## src/rtl/adc_spi_capture.sv

```systemverilog
// ADC front end: CNV/SCK timing generator with multi-lane SDO capture.
// Single-shot or continuous frames at a fixed frame period.
module adc_spi_capture #(
  parameter int DATA_BITS     = 16,
  parameter int NUM_LANES     = 1,
  parameter int CLK_DIV       = 1,
  parameter int CONV_CYCLES   = 4,
  parameter int SAMPLE_PERIOD = 48
) (
  input  logic                           clk,
  input  logic                           reset,
  input  logic                           start,
  input  logic                           continuous,
  input  logic [NUM_LANES-1:0]           sdo,
  output logic                           sck,
  output logic                           cnv,
  output logic                           busy,
  output logic [NUM_LANES*DATA_BITS-1:0] data,
  output logic                           data_valid
);

  localparam int MIN_PERIOD =
    CONV_CYCLES + 2 * CLK_DIV * DATA_BITS + 1;
  localparam int PERIOD =
    (SAMPLE_PERIOD < MIN_PERIOD) ? MIN_PERIOD : SAMPLE_PERIOD;
  localparam int PW = $clog2(PERIOD + 1);
  localparam int CW = $clog2(CONV_CYCLES + CLK_DIV + 1);
  localparam int BW = $clog2(DATA_BITS + 1);
  localparam int DW = NUM_LANES * DATA_BITS;

  typedef enum logic [1:0] {
    IDLE,
    CONV,
    ACQ,
    WAIT
  } state_t;

  state_t        state, state_n;
  logic [PW-1:0] pcnt, pcnt_n;
  logic [CW-1:0] cnt, cnt_n;
  logic [BW-1:0] bits, bits_n;
  logic [DW-1:0] shreg, shreg_n;
  logic [DW-1:0] data_n;
  logic          sck_n, cnv_n, busy_n, dv_n;
  logic          last, pend, tick;

  // pcnt holds cycles since the CNV rise minus one
  assign last = (pcnt == PW'(PERIOD - 2));
  assign pend = (pcnt == PW'(PERIOD - 1));
  assign tick = (cnt == CW'(CLK_DIV - 1));

  always_comb begin
    state_n = state;
    pcnt_n  = pend ? pcnt : pcnt + PW'(1);
    cnt_n   = cnt;
    bits_n  = bits;
    shreg_n = shreg;
    data_n  = data;
    sck_n   = sck;
    cnv_n   = cnv;
    busy_n  = busy;
    dv_n    = 1'b0;
    unique case (state)
      IDLE: begin
        if (start | continuous) begin
          cnv_n   = 1'b1;
          busy_n  = 1'b1;
          pcnt_n  = '0;
          cnt_n   = '0;
          state_n = CONV;
        end else begin
          busy_n = 1'b0;
        end
      end
      CONV: begin
        if (cnt == CW'(CONV_CYCLES - 1)) begin
          cnv_n   = 1'b0;
          cnt_n   = '0;
          bits_n  = '0;
          state_n = ACQ;
        end else begin
          cnt_n = cnt + CW'(1);
        end
      end
      ACQ: begin
        if (!tick) begin
          cnt_n = cnt + CW'(1);
        end else begin
          cnt_n = '0;
          sck_n = !sck;
          if (!sck) begin
            for (int i = 0; i < NUM_LANES; i++) begin
              shreg_n[i*DATA_BITS +: DATA_BITS] =
                (shreg[i*DATA_BITS +: DATA_BITS] << 1)
                | DATA_BITS'(sdo[i]);
            end
          end else if (bits == BW'(DATA_BITS - 1)) begin
            data_n  = shreg;
            dv_n    = 1'b1;
            state_n = WAIT;
            // minimum period: the frame ends on the last SCK fall
            if (last && !continuous) begin
              busy_n  = 1'b0;
              state_n = IDLE;
            end
          end else begin
            bits_n = bits + BW'(1);
          end
        end
      end
      WAIT: begin
        if (pend) begin
          if (continuous) begin
            cnv_n   = 1'b1;
            pcnt_n  = '0;
            cnt_n   = '0;
            state_n = CONV;
          end else begin
            busy_n  = 1'b0;
            state_n = IDLE;
          end
        end else if (last && !continuous) begin
          busy_n  = 1'b0;
          state_n = IDLE;
        end
      end
      default: state_n = IDLE;
    endcase
  end

  always_ff @(posedge clk or negedge reset) begin
    if (!reset) begin
      state      <= IDLE;
      pcnt       <= '0;
      cnt        <= '0;
      bits       <= '0;
      shreg      <= '0;
      data       <= '0;
      sck        <= 1'b0;
      cnv        <= 1'b0;
      busy       <= 1'b0;
      data_valid <= 1'b0;
    end else begin
      state      <= state_n;
      pcnt       <= pcnt_n;
      cnt        <= cnt_n;
      bits       <= bits_n;
      shreg      <= shreg_n;
      data       <= data_n;
      sck        <= sck_n;
      cnv        <= cnv_n;
      busy       <= busy_n;
      data_valid <= dv_n;
    end
  end

endmodule
```

## config.mk

```make
export PLATFORM = sky130hd
export DESIGN_NAME = adc_spi_capture
export DESIGN_NICKNAME = d
export VERILOG_FILES = /design/src/rtl/adc_spi_capture.sv
export SDC_FILE = /design/constraint.sdc
export NUM_CORES = 1
export LEC_CHECK = 0
export ABC_CLOCK_PERIOD_IN_PS = 2800
export CAP_MARGIN = 20
export CORE_MARGIN = 2
export CORE_UTILIZATION = 40
export CTS_CLUSTER_SIZE = 12
export DETAILED_ROUTE_END_ITERATION = 6
export PLACE_DENSITY_LB_ADDON = 0.15
export RECOVER_POWER = 25
export SKIP_LAST_GASP = 1
export SLEW_MARGIN = 30
export SYNTH_ARGS = -nofsm -noshare
export SYNTH_HDL_FRONTEND = slang
export SYNTH_SLANG_ARGS = --single-unit
```

## constraint.sdc

```tcl
create_clock -name clk -period 2.8 [get_ports clk]
set_clock_uncertainty 0.15 [all_clocks]
set_input_delay 0.28 -clock clk [delete_from_list [all_inputs] [get_ports clk]]
set_output_delay 0.28 -clock clk [all_outputs]
set_load 0.02 [all_outputs]
```

==> Yosys cells after proc, flatten, opt, wreduce, memory -nomap -nowiden <==
Cells that the tools add are included.
{ "word_totals": {"reg_bits": 52, "input_bits": 5, "output_inout_bits": 20, "elab_cells": 92} }
{ "op_classes": {"addsub": 3, "eq_ne": 17, "mux": 43, "bitwise_logic": 3, "n_reduce_logical": 16} }
{ "op_table": {"columns": ["operator", "count"], "rows": [
  ["$mux 6", 4],
  ["$mux 5", 4],
  ["$mux 1", 16],
  ["$mux 2", 8],
  ["$ne 2x2->1 const B", 8],
  ["$or 16x1->16", 1],
  ["$mux 3", 5],
  ["$reduce_and 5->1", 3],
  ["$eq 6x6->1 const B", 2],
  ["$pmux 3 s4", 1],
  ["$pmux 6 s2", 1],
  ["$pmux 5 s2", 1],
  ["$pmux 2 s4", 1],
  ["$add 6x1->6 const B", 1],
  ["$ne 3x3->1 const B", 2],
  ["$pmux 1 s3", 2],
  ["$reduce_and 3->1", 2],
  ["$reduce_and 6->1", 1],
  ["$reduce_bool 3->1", 2],
  ["$add 5x1->5 const B", 1],
  ["$eq 5x4->1 const B", 1],
  ["$eq 2x2->1 const B", 2],
  ["$reduce_and 4->1", 1],
  ["$add 3x1->3 const B", 1],
  ["10 further kinds", 11]
]} }

==> Logic depth before layout (Yosys ltp) <==
Gate-level depths: netlist (run 1).
{ "depth": {"ltp_word": 7, "mapped_depth": 7, "depth_no_buf": 7} }

==> Worst setup path after synthesis (run 1) <==
Ideal clock, no wire load.
{ "synth_path": {"path_type": "register -> register", "from": "register bits[0]", "to": "register data[10]", "setup_time_ns": 0.125, "t_arrival_ns": 1.787, "t_required_ns": 2.525, "slack_ns": 0.738, "path_stages_with_launch": 8, "n_path_buf": 1, "synth_period_minus_slack_ns": 2.062, "cell_sequence": "dfrtp_1 > ha_1 > and3_1 > ha_1 > nand2_1 > nor2_2 > buf_4 > mux2_2"} }
{ "synth_between": {"elab_chain_len": 2} }
{ "synth_lines": {"columns": ["element", "line", "text"], "rows": [
  ["from (decl)", "41", "logic [BW-1:0] bits, bits_n;"],
  ["from (signal assigned)", "147", "bits <= bits_n;"],
  ["$eq 5x4->1", "97", "end else if (bits == BW'(DATA_BITS - 1)) begin"],
  ["$reduce_and 4->1 (no line)", null, null],
  ["to (signal assigned)", "149", "data <= data_n;"],
  ["to (decl)", "18", "output logic [NUM_LANES*DATA_BITS-1:0] data,"]
]} }
No other way between the ends.
A chain may end at the register's enable or synchronous reset.

==> Final worst setup path (run 1) <==
{ "layout_path": {"from": "register state[0]", "to": "register data[2]"} }
{ "layout_between": {"elab_chain_len": 2} }
{ "layout_lines": {"columns": ["element", "line", "text"], "rows": [
  ["from (decl)", "38", "state_t state, state_n;"],
  ["from (signal assigned)", "144", "state <= state_n;"],
  ["$eq 2x2->1", "63", "unique case (state)"],
  ["$reduce_and 4->1 (no line)", null, null]
]} }
No other way between the ends.

==> summary.md, run 1 <==
| Metric | Value |
|---|---|
| Worst slew margin | 0.155 |
| Reg power frac | 0.440 |
| Multi-input logic area | 0.00106 mm² |
| Final instance area | 0.00287 mm² |
| Critical Path End Type | flip-flop |
| Sequential cell area | 0.00130 mm² |
| Die Area | 0.00674 mm² |
| Number of synthesized flops with an enable pin | 0 |
| Pint | 1500 µW |
| Cell count after synthesis | 199 |
| Switching Share | 0.360 |
| Register bit total from synthesis | 52 |
| Clk sinks | 52 |
| # IOs | 25 |
| Total number of vias | 1586 |
| Clock latency on the worst-skew pair | 0.30 ns |
| CP Launch Type | flip-flop |
| Clk root buf | clkbuf_8 |
| Maximum clock insertion buffer count | 2 |
| Global Route Usage Sum | 0.141 |
| Row count | 28 |
| Main flop type after synthesis | dfrtp_1 |
| Post-synthesis sequential area ratio | 0.534 |
| Post-CTS Setup Inserts | 0 |
| Fillers | 541 |
| Power per cell area | 814 mW/mm² |
| Final nets | 247 |
| Vias in the first global route | 1538 |
| Overflow after GRT | 0 |
| Vias per cell | 5.18 |
| Ant diodes | 0 |
| Unrepaired setup endpoints after global routing | false |
| ANT nets after route | 0 |
| Avg Cell Area, Syn | 12.3 µm² |
| Leakage power | 0.00133 µW |
| Post-DR wirelength/cell | 13.9 µm |
| CP Max Fanout | 14 |
| Core area | 0.00592 mm² |
| Unique cell type count in the Yosys netlist | 48 |
| Slew @ Worst Pin | 1.27 ns |
| Largest net degree at the start of global routing | 25 |
| Hpwl dp | 3000 µm |
| Async S/R FF share, synth | 1.00 |
| Syn Nets | 216 |
| Die Y | 82.1 µm |
| Pwr Total | 2340 µW |
| 1st-iter DRT viols | 72 |
| Post-route setup slack | 0.399 ns |
| Final hold viol count | 0 |
| Layout cells sized above 1 | 0.225 |
| Fin Setup TNS | 0 ns |
| Final Cycle Share | 0.858 |
| Cts bufs inserted | 5 |
| Commonest non-fill, non-tap cells in the layout | dfrtp_1, mux2_2, clkdlybuf4s50_1, inv_1, ha_1 |
| H-tree depth | 2 |
| Synthesized cell area | 0.00244 mm² |
| Post-place instance area | 0.00278 mm² |
| First-pass GRT wire length | 7240 µm |
| Required time worst endpoint | 2.84 ns |
| RePlAce Congestion | 0.750 |
| YS warnings | 0 |
| Combinational Power Share | 0.372 |
| Antenna violations before repair | 0 |
| Most common cell after layout, fill and taps aside | dfrtp_1 |
| Max Freq | 0.416 GHz |
| Clk slew on worst S/H paths | 0.10 ns |
| DRC | 0 |
| Crit Path Class | flip-flop to flip-flop |
| Min cycle time layout | 2.40 ns |
| Max IR drop VDD | 0.356 mV |
| Clk pwr share | 0.188 |
| Worst min path class | flip-flop to flip-flop |
| Critical Path AT | 2.44 ns |
| Max_cap viols | 0 |
| Status | finished clean |
| Dpl ws | 0.409 ns |
| Area Overhead vs Synth | 17.8% |
| Starting Density | 0.412 |
| Final setup vio count | 0 |
| CTS tree | built |
| Switching Power | 841 µW |
| Max-slew violation count | 0 |
| DRT Pass-1 Iters | 4 |
| Chip width | 82.1 µm |
| PortBufs | 24 |
| Final WL | 4270 µm |
critical path, stage by stage (launching register included):
cell and delay [ns]:
dfrtp_1 0.42, inv_1 0.12, ha_1 0.43, nand3b_1 0.23, nor2_2 0.30, buf_4 0.28, mux2_2 0.35
timing repair:
item	4_1_cts	5_1_grt
hold buffers	1	0
resized for setup	0	0
endpoints found under the hold margin	22	0
state kept, by name, indices dropped and copies added (netlist names):
signal      flops
cnv             1
data           16
bits            5
pcnt            6
busy            1
shreg          16
state           2
data_valid      1
cnt             3
sck             1
area by class of cell:
class,instances,share of cell area
Clock buffer,5,0.0240
Clock inverter,3,0.00784
Inverter,12,0.0157
Multi-Input combinational cell,129,0.370
Sequential cell,52,0.453
Tap cell,75,0.0327
Timing Repair Buffer,30,0.0967
power by group through the flow:
stage | sequential [µW] | combinational, µW | clock [µW]
final | 1030 | 869 | 441
after CTS | 1030 | 884 | 461
after global placement | 1050 | 874 | 0
after global routing | 1050 | 972 | 494
after detailed placement | 1050 | 881 | 0
after floorplan | 1030 | 641 | 0
through the flow:
stage          utilization  cells  hold slack [ns]
4_1_cts              0.486    306            0.352
5_1_grt              0.485    306            0.390
2_1_floorplan            -    199           -0.166
3_5_place_dp         0.469    297            0.158
3_3_place_gp         0.469    297            0.153
6_report             0.485    306            0.364
per-layer routing:
metal	track usage	vias to the layer above	wire length, µm
met5	0	-	0
met4	0.0450	0	40
met3	0.0363	5	166
met2	0.225	23	2010
met1	0.187	785	2050
li1	-	773	-
logic make-up (layout without fill, tap and decap cells):
kind of cell	count (synthesis)	count (layout)	synth area share
xor+xnor	4	4	0.0144
compound gates	33	33	0.0944
buf+inv	18	50	0.0303
flops	52	52	0.534
simple gates	45	45	0.103
fa+ha+maj	12	12	0.0616
mux	35	35	0.163
worst paths after layout:
check                                     startpoint                   end  slack, ns  depth (start not counted)
worst max-delay path            state[0]$_DFFE_PN0P_   data[2]$_DFFE_PN0P_       0.40                          6
worst min-delay path             data[2]$_DFFE_PN0P_   data[2]$_DFFE_PN0P_       0.36                          1
worst max register to register  state[0]$_DFFE_PN0P_   data[2]$_DFFE_PN0P_       0.40                          6
worst min register to register   data[2]$_DFFE_PN0P_   data[2]$_DFFE_PN0P_       0.36                          1
max in group asynchronous                      reset  shreg[8]$_DFFE_PN0P_       0.64                          3
min in group asynchronous                      reset    cnt[2]$_DFFE_PN0P_       0.61                          2
synth_stat cells (all sizes together), types with 2 or more instances:
library cell	n	area, µm²
nor2	12	50.1
nand3	3	15.0
clkbuf	3	11.3
a21oi	7	35.0
nor2b	4	25.0
inv	12	45.0
xnor2	3	26.3
nand3b	2	15.0
mux2	34	387
nor3	6	35.0
buf	3	17.5
o21ai	8	40.0
o211ai	2	15.0
a31oi	3	25.0
ha	12	150
dfrtp	52	1300
nand2	7	26.3
and3	2	12.5
No activity file was read; power rests on OpenSTA's default activity.
==> inputs of run 2 (changes only) <==
ABC_CLOCK_PERIOD_IN_PS = 2600   (was 2800)
CORE_MARGIN = 4   (was 2)
clock period = 2.6 ns   (was 2.8 ns; I/O delays follow)
==> run 2 against run 1 <==
Effect of this change: register-to-register slack worse by 0.17 ns; design area is 1.5% higher; critical path type unchanged; worst setup slack worse by 0.17 ns; sequential power is 8% higher; non-clock buffer count is 1 higher.
==> summary.md, run 2 (synthesis results as in run 1) <==
| Metric | Value |
|---|---|
| CTS tree | built |
| Ant diodes | 0 |
| Total number of vias | 1561 |
| Top delay family on crit path | simple AND/OR/NAND/NOR gates |
| DRC | 0 |
| Leakage power | 0.00135 µW |
| Post-DR wirelength/cell | 14.1 µm |
| Placed cells | 298 |
| Final nets | 248 |
| H-tree depth | 2 |
| Commonest non-fill, non-tap cells in the layout | dfrtp_1, mux2_2, clkdlybuf4s50_1, inv_1, ha_1 |
| Biggest regs | data (16), shreg (16), pcnt (6) |
| Overflow after GRT | 0 |
| CP Max Fanout | 13 |
| Global Route Usage Sum | 0.131 |
| Max Freq | 0.421 GHz |
| Core area | 0.00592 mm² |
| Clk slew on worst S/H paths | 0.09 ns |
| Critical Path End Type | flip-flop |
| Worst min path class | flip-flop to flip-flop |
| Largest net degree at the start of global routing | 23 |
| PostCTS Resize Cnt | 0 |
| Clk root buf | clkbuf_8 |
| Die Area | 0.00741 mm² |
| Max-slew violation count | 0 |
| Vias per cell | 5.10 |
| Clock latency on the worst-skew pair | 0.30 ns |
| Buffers plus inverters on the worst setup path | 2 |
| RePlAce Congestion | 0.777 |
| Slew @ Worst Pin | 0.963 ns |
| DRT Pass-1 Iters | 4 |
| Maximum clock insertion buffer count | 2 |
| CP max stage cell | dfrtp_1 |
| PortBufs | 24 |
| Power per cell area | 922 mW/mm² |
| Critical Path AT | 2.41 ns |
| Status | finished clean |
| Area Overhead vs Synth | 19.5% |
| Hpwl dp | 3120 µm |
| Hold WS | 0.361 ns |
| Most common cell after layout, fill and taps aside | dfrtp_1 |
| Final WL | 4330 µm |
| ANT nets after route | 0 |
| Critical-path cell list | inv_1, ha_1, nand3b_1, nor2_2, buf_4, mux2_2 |
| Layout cells sized above 1 | 0.225 |
| Required time worst endpoint | 2.64 ns |
| Final Cycle Share | 0.914 |
| Fin Setup TNS | 0 ns |
| Cts hold-fix bufs | 1 |
| Crit Path Class | flip-flop to flip-flop |
| Antenna violations before repair | 0 |
| # IOs | 25 |
| Unrepaired setup endpoints after global routing | false |
| Starting Density | 0.412 |
| Finished Layout Cells | 306 |
| Vias in the first global route | 1642 |
| Cts bufs inserted | 5 |
| Final hold viol count | 0 |
| Row count | 28 |
| First-pass GRT wire length | 7860 µm |
| Crit-path max cell delay | 0.42 ns |
| Worst slew margin | 0.358 |
| CP Launch Type | flip-flop |
| 1st-iter DRT viols | 82 |
| Min cycle time layout | 2.38 ns |
| Chip width | 86.1 µm |
| Max IR drop VDD | 0.390 mV |
| Clk sinks | 52 |
| Post-CTS Setup Inserts | 0 |
| Final setup vio count | 0 |
| Max_cap viols | 0 |
| Die Y | 86.1 µm |
-- run 2: cell count changes in the layout (fill, tap and decap cells not counted), sizes merged --
| cell | delta |
|---|---|
| clkinv | -2 |
| clkbuf | +1 |
| bufinv | +2 |
| inv | -1 |
-- run 2: power by group --
group | leakage (µW) | switching [µW] | internal [µW] | total (µW)
Clock | 0.0000642 | 263 | 379 | 642
Sequential | 0.000695 | 139 | 973 | 1110
Combinational | 0.000591 | 491 | 443 | 934
Total | 0.00135 | 893 | 1800 | 2690
-- run 2: worst paths after layout --
check | start | end | slack [ns] | cells past startpoint
setup reg to reg | state[0]$_DFFE_PN0P_ | data[4]$_DFFE_PN0P_ | 0.22 | 6
max in group asynchronous | reset | sck$_DFFE_PN0P_ | 0.60 | 3
hold reg to reg | data[7]$_DFFE_PN0P_ | data[7]$_DFFE_PN0P_ | 0.36 | 1
setup / recovery | state[0]$_DFFE_PN0P_ | data[4]$_DFFE_PN0P_ | 0.22 | 6
min in group asynchronous | reset | cnt[0]$_DFFE_PN0P_ | 0.38 | 2
hold / removal | data[7]$_DFFE_PN0P_ | data[7]$_DFFE_PN0P_ | 0.36 | 1
-- run 2: final cells by class --
type / instances / area (µm²)
timing repair buffer: 31 / 283
clock inverter: 2 / 60.1
clock buffer: 5 / 68.8
sequential: 52 / 1300
multi-input combinational: 129 / 1060
fill: 536 / 3010
tap: 75 / 93.8
inverter: 12 / 45.0
-- run 2: worst reg2reg max path, stage by stage (launching register included) --
cell and delay (ns):
dfrtp_1 0.42, inv_1 0.13, ha_1 0.41, nand3b_1 0.23, nor2_2 0.35, buf_4 0.24, mux2_2 0.34
-- run 2: stage by stage --
step | setup slack [ns] | cell area, µm² | util | total power [µW]
after global placement | 0.313 | 2780 | 0.470 | 2070
final | 0.225 | 2920 | 0.492 | 2690
after floorplan | 0.538 | 2440 | - | 1800
after global routing | 0.0500 | 2920 | 0.492 | 2900
after detailed placement | 0.240 | 2780 | 0.470 | 2080
after CTS | 0.218 | 2920 | 0.494 | 2730
-- run 2: routing by layer --
metal  GRT usage  share of wire
met2       0.201           0.45
met4      0.0432          0.014
met5           0              0
met1       0.182           0.50
met3      0.0336          0.035
==> inputs of run 3 (changes only) <==
CTS_CLUSTER_DIAMETER = 30   (was not set)
PLACE_DENSITY = 0.63   (was not set)
PLACE_DENSITY_LB_ADDON = not set   (was 0.15)
==> run 3 against run 2 <==
Effect of this change: register-to-register slack improved by 0.15 ns; die area did not move; design area fell by 0.86%; combinational power rose by 3.3%; non-clock buffer count rose by 1; sequential share of layout area rose by 0.39 points; critical path type unchanged.
==> summary.md, run 3 (synthesis results as in run 1) <==
| Metric | Value |
|---|---|
| Combinational Power Share | 0.376 |
| Clk root buf | clkbuf_8 |
| Top cell by count, worst path | ha_1 |
| Status | finished clean |
| Post-route setup slack | 0.373 ns |
| Clock latency on the worst-skew pair | 0.31 ns |
| Pint | 1630 µW |
| Vias per cell | 5.19 |
| Overflow after GRT | 0 |
| R2R Path End | state[1]$_DFFE_PN0P_ |
| Post-DR wirelength/cell | 14.1 µm |
| Most common cell after layout, fill and taps aside | dfrtp_1 |
| Die Y | 86.1 µm |
| Reg2reg setup slack | 0.37 ns |
| Critical Path AT | 2.26 ns |
| Core area | 0.00592 mm² |
| Buffers plus inverters on the worst setup path | 0 |
| Placed cells | 299 |
| Final nets | 249 |
| Reg power frac | 0.433 |
| Switching Share | 0.363 |
| Clk sinks | 52 |
| Maximum clock insertion buffer count | 2 |
| Final hold viol count | 0 |
| Max IR drop VDD | 0.520 mV |
| Finished Layout Cells | 308 |
| Critical-path cell list | ha_1, and3_1, ha_1, nor2b_1, a2111o_1, a2111oi_0, a21oi_1 |
| DRT Pass-1 Iters | 4 |
| Biggest regs | data (16), shreg (16), pcnt (6) |
| CP Launch Type | flip-flop |
| Post-CTS Setup Inserts | 0 |
| PortBufs | 24 |
| Vias in the first global route | 1634 |
| 1st-iter DRT viols | 93 |
| Die Area | 0.00741 mm² |
| Leakage power | 0.00134 µW |
| Clk slew on worst S/H paths | 0.10 ns |
| Row count | 28 |
| CP Depth | 7 |
| Layout cells sized above 1 | 0.232 |
| Min cycle time layout | 2.23 ns |
| WHS Path Cells | 1 |
| Worst min path class | flip-flop to flip-flop |
| Global Route Usage Sum | 0.134 |
| Cts bufs inserted | 5 |
| Largest net degree at the start of global routing | 22 |
| Hpwl dp | 3030 µm |
| Area Overhead vs Synth | 18.5% |
| Clk pwr share | 0.191 |
| Commonest non-fill, non-tap cells in the layout | dfrtp_1, mux2_2, clkdlybuf4s50_1, inv_1, ha_1 |
| Antenna violations before repair | 0 |
| CP Max Fanout | 5 |
| Switching Power | 931 µW |
| Unrepaired setup endpoints after global routing | false |
| Ant diodes | 0 |
| Max Freq | 0.449 GHz |
| Max_cap viols | 0 |
| Starting Density | 0.412 |
| # IOs | 25 |
| WHS Endpoint | data[2]$_DFFE_PN0P_ |
| Power per cell area | 887 mW/mm² |
| H-tree depth | 2 |
| Crit Path Class | flip-flop to flip-flop |
| Max-slew violation count | 0 |
| Fin Setup TNS | 0 ns |
| Chip width | 86.1 µm |
| Hold Crit Start | data[2]$_DFFE_PN0P_ |
| Final WL | 4330 µm |
| Total number of vias | 1598 |
| CP max stage cell | a2111o_1 |
| First-pass GRT wire length | 7870 µm |
| CTS tree | built |
| Reg2Reg Launch Point | bits[0]$_DFFE_PN0P_ |
| Final setup vio count | 0 |
| Critical Path End Type | flip-flop |
| Pwr Total | 2560 µW |
| Core Util, Final | 0.488 |
| Worst slew margin | 0.372 |
| Crit-path max cell delay | 0.43 ns |
| Required time worst endpoint | 2.63 ns |
| Reg2Reg Depth | 7 |
| RePlAce Congestion | 0.772 |
| DRC | 0 |
| Slew @ Worst Pin | 0.942 ns |
| Dpl ws | 0.373 ns |
| Final Cycle Share | 0.857 |
| Top delay family on crit path | compound AO/OA/AOI/OAI gates |
| ANT nets after route | 0 |
==> run 3: cell types whose count changed in the layout (fill, tap and decap cells not counted), sizes merged <==
cell	previous run	this run
buf	4	6
bufinv	2	0
clkbuf	8	7
clkinvlp	0	1
inv	12	14
==> run 3: layout make-up <==
class,count,area [µm²]
clock inverters,3,25.0
multi-input cells,129,1060
clock buffers,5,68.8
flip-flops and latches,52,1300
repair buffers,32,293
well taps,75,93.8
fillers,527,3030
inverters,12,45.0
==> run 3: power by group through the flow <==
stage	Clock [µW]	Combinational [µW]	Sequential [µW]
detailed placement	0	969	1130
CTS	512	979	1110
floorplan	0	690	1110
finish	489	965	1110
global route	551	1090	1140
global placement	0	958	1120
==> run 3: metal layers <==
metal	routed length [µm]	GRT usage	vias up	share of wire
met5	0	0	-	0
met4	87	0.0518	0	0.020
met3	116	0.0307	6	0.027
met2	1970	0.213	20	0.46
met1	2150	0.177	788	0.50
li1	-	-	784	-
==> run 3: worst max path at each step <==
stage	start	to	slack, ns
after global placement	state[0]$_DFFE_PN0P_	data[11]$_DFFE_PN0P_	0.45
after CTS	state[0]$_DFFE_PN0P_	data[3]$_DFFE_PN0P_	0.36
final	bits[0]$_DFFE_PN0P_	state[1]$_DFFE_PN0P_	0.37
after global routing	bits[1]$_DFFE_PN0P_	state[1]$_DFFE_PN0P_	0.11
after detailed placement	state[0]$_DFFE_PN0P_	data[10]$_DFFE_PN0P_	0.37
after floorplan	bits[0]$_DFFE_PN0P_	data[10]$_DFFE_PN0P_	0.54
==> run 3: repair_timing <==
action	4_1_cts	5_1_grt
endpoints found under the setup margin	0	0
resized for setup	0	0
hold endpoints to repair	15	0
hold buffers	1	0
==> run 3: through the flow <==
stage               hold WS, ns  cell area [µm²]
floorplan                -0.186             2440
global placement         0.0631             2790
detailed placement       0.0572             2790
CTS                       0.267             2900
global route              0.387             2890
finish                    0.365             2890
